--- config.mk ---
export PLATFORM = sky130hd
export DESIGN_NAME = pipe_acc_adder_flat
export DESIGN_NICKNAME = d
export VERILOG_FILES = /design/src/rtl/pipe_acc_adder_if.sv /design/src/rtl/pipe_acc_adder.sv /design/src/flat_wrapper.sv
export SDC_FILE = /design/constraint.sdc
export NUM_CORES = 1
export LEC_CHECK = 0
export ABC_CLOCK_PERIOD_IN_PS = 7200
export CELL_PAD_IN_SITES_DETAIL_PLACEMENT = 2
export CELL_PAD_IN_SITES_GLOBAL_PLACEMENT = 2
export CORE_MARGIN = 2
export CORE_UTILIZATION = 30
export DETAILED_ROUTE_END_ITERATION = 16
export PLACE_DENSITY_LB_ADDON = 0.1
export REMOVE_ABC_BUFFERS = 1
export SYNTH_ARGS = -nofsm -noshare
export SYNTH_HDL_FRONTEND = slang
export SYNTH_SLANG_ARGS = --single-unit
--- constraint.sdc ---
create_clock -name clk -period 7.2 [get_ports clk]
set_input_delay 0.72 -clock clk [delete_from_list [all_inputs] [get_ports clk]]
set_output_delay 0.72 -clock clk [all_outputs]
set_load 0.005 [all_outputs]
--- src/rtl/pipe_acc_adder_if.sv ---
`default_nettype none
// ============================================================================
//  Module   : pipe_acc_adder_if
//  Purpose  : Operand/result stream bundle for pipe_acc_adder.
//  Revision : 1.0 - initial release
// ============================================================================
interface pipe_acc_adder_if #(
    parameter int IN_W  = 4,
    parameter int OUT_W = 8,
    parameter int CNT_W = 8
);
    logic             in_valid;
    logic             in_ready;
    logic [IN_W-1:0]  a;
    logic [IN_W-1:0]  b;
    logic             mode;
    logic             acc_clr;
    logic             out_valid;
    logic             out_ready;
    logic [OUT_W-1:0] out_data;
    logic             out_ovf;
    logic [CNT_W-1:0] acc_cnt;

    modport master (
        output in_valid, a, b, mode, acc_clr, out_ready,
        input  in_ready, out_valid, out_data, out_ovf, acc_cnt
    );

    modport slave (
        input  in_valid, a, b, mode, acc_clr, out_ready,
        output in_ready, out_valid, out_data, out_ovf, acc_cnt
    );
endinterface
`default_nettype wire

--- src/rtl/pipe_acc_adder.sv ---
`default_nettype none
// ============================================================================
//  Module   : pipe_acc_adder
//  Purpose  : Registered adder/accumulator with valid/ready on both sides and
//             wrap or saturate arithmetic.
//  Revision : 1.0 - initial release
// ============================================================================
module pipe_acc_adder #(
    parameter int IN_W  = 4,
    parameter int OUT_W = 8,
    parameter int SAT   = 0,
    parameter int CNT_W = 8
) (
    input  wire logic         clk,
    input  wire logic         rst_n,
    pipe_acc_adder_if.slave   bus
);

    localparam int               c_SUM_W    = OUT_W + 1;
    localparam logic [OUT_W-1:0] c_ALL_ONES = '1;
    localparam logic [CNT_W-1:0] c_CNT_MAX  = '1;

    generate
        if (OUT_W < IN_W + 1) begin : g_bad_width
            $error("pipe_acc_adder: OUT_W must be at least IN_W+1");
        end
    endgenerate

    logic               r_out_valid;
    logic [OUT_W-1:0]   r_out_data;
    logic               r_out_ovf;
    logic [OUT_W-1:0]   r_acc;
    logic [CNT_W-1:0]   r_acc_cnt;

    logic               w_in_ready;
    logic               w_accept;
    logic [OUT_W-1:0]   w_acc_eff;
    logic [c_SUM_W-1:0] w_sum;
    logic               w_ovf;
    logic [OUT_W-1:0]   w_result;
    logic [CNT_W-1:0]   w_cnt_inc;

    assign w_in_ready = !r_out_valid || bus.out_ready;
    assign w_accept   = bus.in_valid && w_in_ready;

    // A clear in the same cycle as an accumulate beat restarts from zero.
    assign w_acc_eff = bus.acc_clr ? '0 : r_acc;
    assign w_sum     = (bus.mode ? c_SUM_W'(w_acc_eff) : '0)
                     + c_SUM_W'(bus.a) + c_SUM_W'(bus.b);
    assign w_ovf     = w_sum[OUT_W];
    assign w_result  = ((SAT != 0) && w_ovf) ? c_ALL_ONES : w_sum[OUT_W-1:0];
    assign w_cnt_inc = (r_acc_cnt == c_CNT_MAX) ? r_acc_cnt : r_acc_cnt + CNT_W'(1);

    always_ff @(posedge clk or negedge rst_n) begin
        if (!rst_n) begin
            r_out_valid <= 1'b0;
            r_out_data  <= '0;
            r_out_ovf   <= 1'b0;
        end else if (w_accept) begin
            r_out_valid <= 1'b1;
            r_out_data  <= w_result;
            r_out_ovf   <= w_ovf;
        end else if (bus.out_ready) begin
            r_out_valid <= 1'b0;
        end
    end

    always_ff @(posedge clk or negedge rst_n) begin
        if (!rst_n) begin
            r_acc     <= '0;
            r_acc_cnt <= '0;
        end else if (w_accept && bus.mode) begin
            r_acc     <= w_result;
            r_acc_cnt <= bus.acc_clr ? CNT_W'(1) : w_cnt_inc;
        end else if (bus.acc_clr) begin
            r_acc     <= '0;
            r_acc_cnt <= '0;
        end
    end

    assign bus.in_ready  = w_in_ready;
    assign bus.out_valid = r_out_valid;
    assign bus.out_data  = r_out_data;
    assign bus.out_ovf   = r_out_ovf;
    assign bus.acc_cnt   = r_acc_cnt;

endmodule
`default_nettype wire
--- src/flat_wrapper.sv ---
// flat-port wrapper written by rule: the top's interface ports become plain ports
module pipe_acc_adder_flat 
#(
    parameter int IN_W  = 4,
    parameter int OUT_W = 8,
    parameter int SAT   = 0,
    parameter int CNT_W = 8
)
  (clk, rst_n, bus_in_valid, bus_a, bus_b, bus_mode, bus_acc_clr, bus_out_ready, bus_in_ready, bus_out_valid, bus_out_data, bus_out_ovf, bus_acc_cnt);
  pipe_acc_adder_if #(.IN_W(IN_W), .OUT_W(OUT_W), .CNT_W(CNT_W)) bus_i ();
  input  wire logic clk;
  input  wire logic rst_n;
  input wire logic [$bits(bus_i.in_valid)-1:0] bus_in_valid;
  input wire logic [$bits(bus_i.a)-1:0] bus_a;
  input wire logic [$bits(bus_i.b)-1:0] bus_b;
  input wire logic [$bits(bus_i.mode)-1:0] bus_mode;
  input wire logic [$bits(bus_i.acc_clr)-1:0] bus_acc_clr;
  input wire logic [$bits(bus_i.out_ready)-1:0] bus_out_ready;
  output wire logic [$bits(bus_i.in_ready)-1:0] bus_in_ready;
  output wire logic [$bits(bus_i.out_valid)-1:0] bus_out_valid;
  output wire logic [$bits(bus_i.out_data)-1:0] bus_out_data;
  output wire logic [$bits(bus_i.out_ovf)-1:0] bus_out_ovf;
  output wire logic [$bits(bus_i.acc_cnt)-1:0] bus_acc_cnt;
  assign bus_i.in_valid = bus_in_valid;
  assign bus_i.a = bus_a;
  assign bus_i.b = bus_b;
  assign bus_i.mode = bus_mode;
  assign bus_i.acc_clr = bus_acc_clr;
  assign bus_i.out_ready = bus_out_ready;
  assign bus_in_ready = bus_i.in_ready;
  assign bus_out_valid = bus_i.out_valid;
  assign bus_out_data = bus_i.out_data;
  assign bus_out_ovf = bus_i.out_ovf;
  assign bus_acc_cnt = bus_i.acc_cnt;
  pipe_acc_adder #(.IN_W(IN_W), .OUT_W(OUT_W), .SAT(SAT), .CNT_W(CNT_W)) u_core (.clk(clk), .rst_n(rst_n), .bus(bus_i));
endmodule
==> metrics.md <==
| Metric | Value |
|---|---|
| FP Rows | 25 |
| Post-CTS setup buffers | 0 |
| DRT iter0 DRCs | 19 |
| Layout overhead on the synthesized area | 29.4% |
| Hold Buf Count CTS | 0 |
| Vias in the first global route | 1,452 |
| CTS clk-pin slew, worst paths | 0.10 ns |
| Setup TNS | 0 ns |
| Least-Margin Pin Slew | about 0.64 ns |
| Io pins | 33 |
| Maximum vdd drop | about 0.068 mV |
| CTS Buffer Depth | 2 |
| CP Class | primary input to flop |
| 1st-pass router iterations | 4 |
| Period utilisation layout | 55.8% |
| Crit-path max FO | 13 |
| Fin nets | ~210 |
| Port buffer count | 32 |
| Top_reg_cell synth | dfrtp_1 |
| Layout cells sized above 1 | 6.99% |
| GP Congestion | between 0.7 and 0.8 |
| Crit path buffers/inverters | 3 |
| # DRC | 0 |
| Pins Over Slew Limit | 0 |
| Max stage delay on crit path | between 0.6 and 0.7 ns |
| Slowest CP cell | clkdlybuf4s50_1 |
| Startpoint types | primary input |
| Antenna violations before repair | 0 |
| Final WL | 4.63 mm |
| Crit end category | flop |
| Post-synthesis sequential area ratio | 43.1% |
| CTS tree | done |
| Rel. slew slack | between 50% and 60% |
| Critical Path RT | roughly 7.3 ns |
| DR vias | ~1,300 |
| Global-route wire length before repair | 7.62 mm |
| ANT nets after route | 0 |
| Fin. Hold Viols | 0 |
| Commonest non-fill, non-tap cell in the layout | clkdlybuf4s50_1 |
| Congestion Overflow GR | 0 |
| H-tree depth | 1 |
| Clock Skews | about 0.0011 ns |
| Unique masters post-synth | 42 |
| Largest net degree at the start of global routing | 27 |
| # diodes | 0 |
| Die area | 5610 µm² |
| CTS buffer count | 3 |
| Synthesized flop and latch total | 26 |
| Wirelength per Cell | around 18 µm |
| Clk_lat worst skew | between 0.2 and 0.3 ns |
| FFs w/ async S/R, synth | 100% |
| Initial Util | about a third |
| Unrepaired setup endpoints after global routing | false |
| Die Span X | between 70 and 80 µm |
| Core area | 4790 µm² |
| Outcome | finished, final reports clean |
| Setup Viol. Count Final | 0 |
| Delay-heaviest family, CP | adder cells |
| Global Route Usage Sum | between 10% and 20% |
| Detailed placement HPWL | roughly 3.4 mm |
| P_leak | roughly 0.8 nW |
| Commonest cells after routing, fill and taps aside | 32 x clkdlybuf4s50_1, 26 x dfrtp_1, 16 x nand2_1 |
| Die extent in y | roughly 75 µm |
| Number of flops mapped to enable cells by yosys | 0 |
| Crit path DAT | between 4 and 5 ns |
| Hold WC Path Type | flop to flop |
| Clk root buf | clkbuf_8 |
| Post-cts sizing count | 0 |
| Synth Warn # | 0 |
| Final Power | ~350 µW |
| Fin crit period | 4.02 ns |
| FILL cells | 527 |
| Max_cap viols | 0 |
| Worst-path cell chain | clkdlybuf4s50_1 > nor2b_1 > nand2_1 > fa_1 > inv_1 > ha_1 > inv_1 > fa_1 > nor2b_1 > o21ai_0 > a21oi_1 > o311ai_0 |
| Synthesized instance count | 154 |
| Pwr dens | roughly 180 nW/µm² |
| Cell Area, Synth | approximately 1500 µm² |
| Clock Sinks | 26 |
| Synthesized area per cell | roughly 9.8 µm² |
| Peak Freq | ~250 MHz |
| Routed vias/inst | 5.15 |
[flip-flops by register name (all words and copies together) (netlist names)]
name and count:
u_core.bus.out_valid 1, u_core.bus.out_data 8, u_core.bus.out_ovf 1, u_core.bus.acc_cnt 8
u_core.r_acc 8
[power by group]
part           internal, mW  total (mW)  switching [mW]
Combinational        0.0405      0.0809          0.0405
Clock                0.0491      0.0996          0.0506
Sequential            0.158       0.165         0.00677
[Yosys cell counts, types with 4 or more instances]
| library cell | n | share of area, % |
|---|---|---|
| nor2_1 | 6 | 1.5 |
| fa_1 | 5 | 6.6 |
| dfrtp_1 | 26 | 43 |
| ha_1 | 5 | 4.1 |
| and2_1 | 4 | 1.7 |
| nand2_1 | 16 | 4.0 |
| inv_1 | 8 | 2.0 |
| nand3_1 | 9 | 3.0 |
| o21ai_0 | 12 | 4.0 |
| a21oi_1 | 7 | 2.3 |
| nor2b_1 | 5 | 2.1 |
[final timing paths]
kind | start | endpoint | cells past startpoint | slack, ns
worst min register to register | u_core.bus.out_data[0] | u_core.bus.out_data[0] | 2 | 0.48
worst max-delay path | bus_acc_clr | u_core.bus.out_data[7] | 12 | 3.18
worst max register to register | u_core.r_acc[1] | u_core.bus.out_data[7] | 9 | 4.55
max in group asynchronous | rst_n | u_core.bus.out_data[1] | 2 | 6.13
worst min-delay path | u_core.bus.out_data[0] | u_core.bus.out_data[0] | 2 | 0.48
min in group asynchronous | rst_n | u_core.bus.acc_cnt[2] | 2 | 0.81
[layer usage]
| layer | vias up | global-route usage (%) | part of all wire (%) |
|---|---|---|---|
| li1 | 617 | - | - |
| met1 | 663 | 24.1 | 46 |
| met2 | 17 | 32.4 | 51 |
| met3 | 5 | 2.14 | 2.0 |
| met4 | 0 | 4.76 | 0.99 |
| met5 | - | 0 | 0 |
[through the flow]
stage / hold slack, ns / std cells / utilization [%] / instance area [µm²] / setup WS (ns)
final: 0.484 / 253 / 40.8 / 1950 / 3.18
after global routing: 0.545 / 253 / 40.8 / 1950 / 2.88
after CTS: 0.492 / 253 / 40.8 / 1950 / 3.16
after detailed placement: 0.469 / 249 / 39.7 / 1900 / 2.90
after global placement: 0.461 / 249 / 39.7 / 1900 / 3.21
after floorplan: 0.424 / 149 / - / 1490 / 4.28
[logic make-up after synthesis]
family	Yosys count	share of synthesized area [%]
adder cells (fa/ha/maj)	10	10.8
multiplexers	3	2.24
buffers and inverters	14	3.73
AO/OA/AOI/OAI	40	17.5
AND/OR/NAND/NOR	58	20.9
flip-flops	26	43.1
XOR/XNOR	3	1.74
[worst reg2reg max path: cells and delay by family (launching register included)]
family / cells / cell delay, ns
fa+ha+maj: 3 / 1.11
flops: 1 / 0.38
compound gates: 3 / 0.61
simple gates: 2 / 0.33
buf+inv: 1 / 0.07
[area by class of cell]
type	instances	area, µm²	share of cell area, %
multi-input combinational	114	802	41.1
clock buffer	4	55.1	2.82
sequential	26	651	33.3
inverter	9	33.8	1.73
tap	67	83.8	4.29
timing repair buffer	33	328	16.8
(Power assumes the default switching activity.)
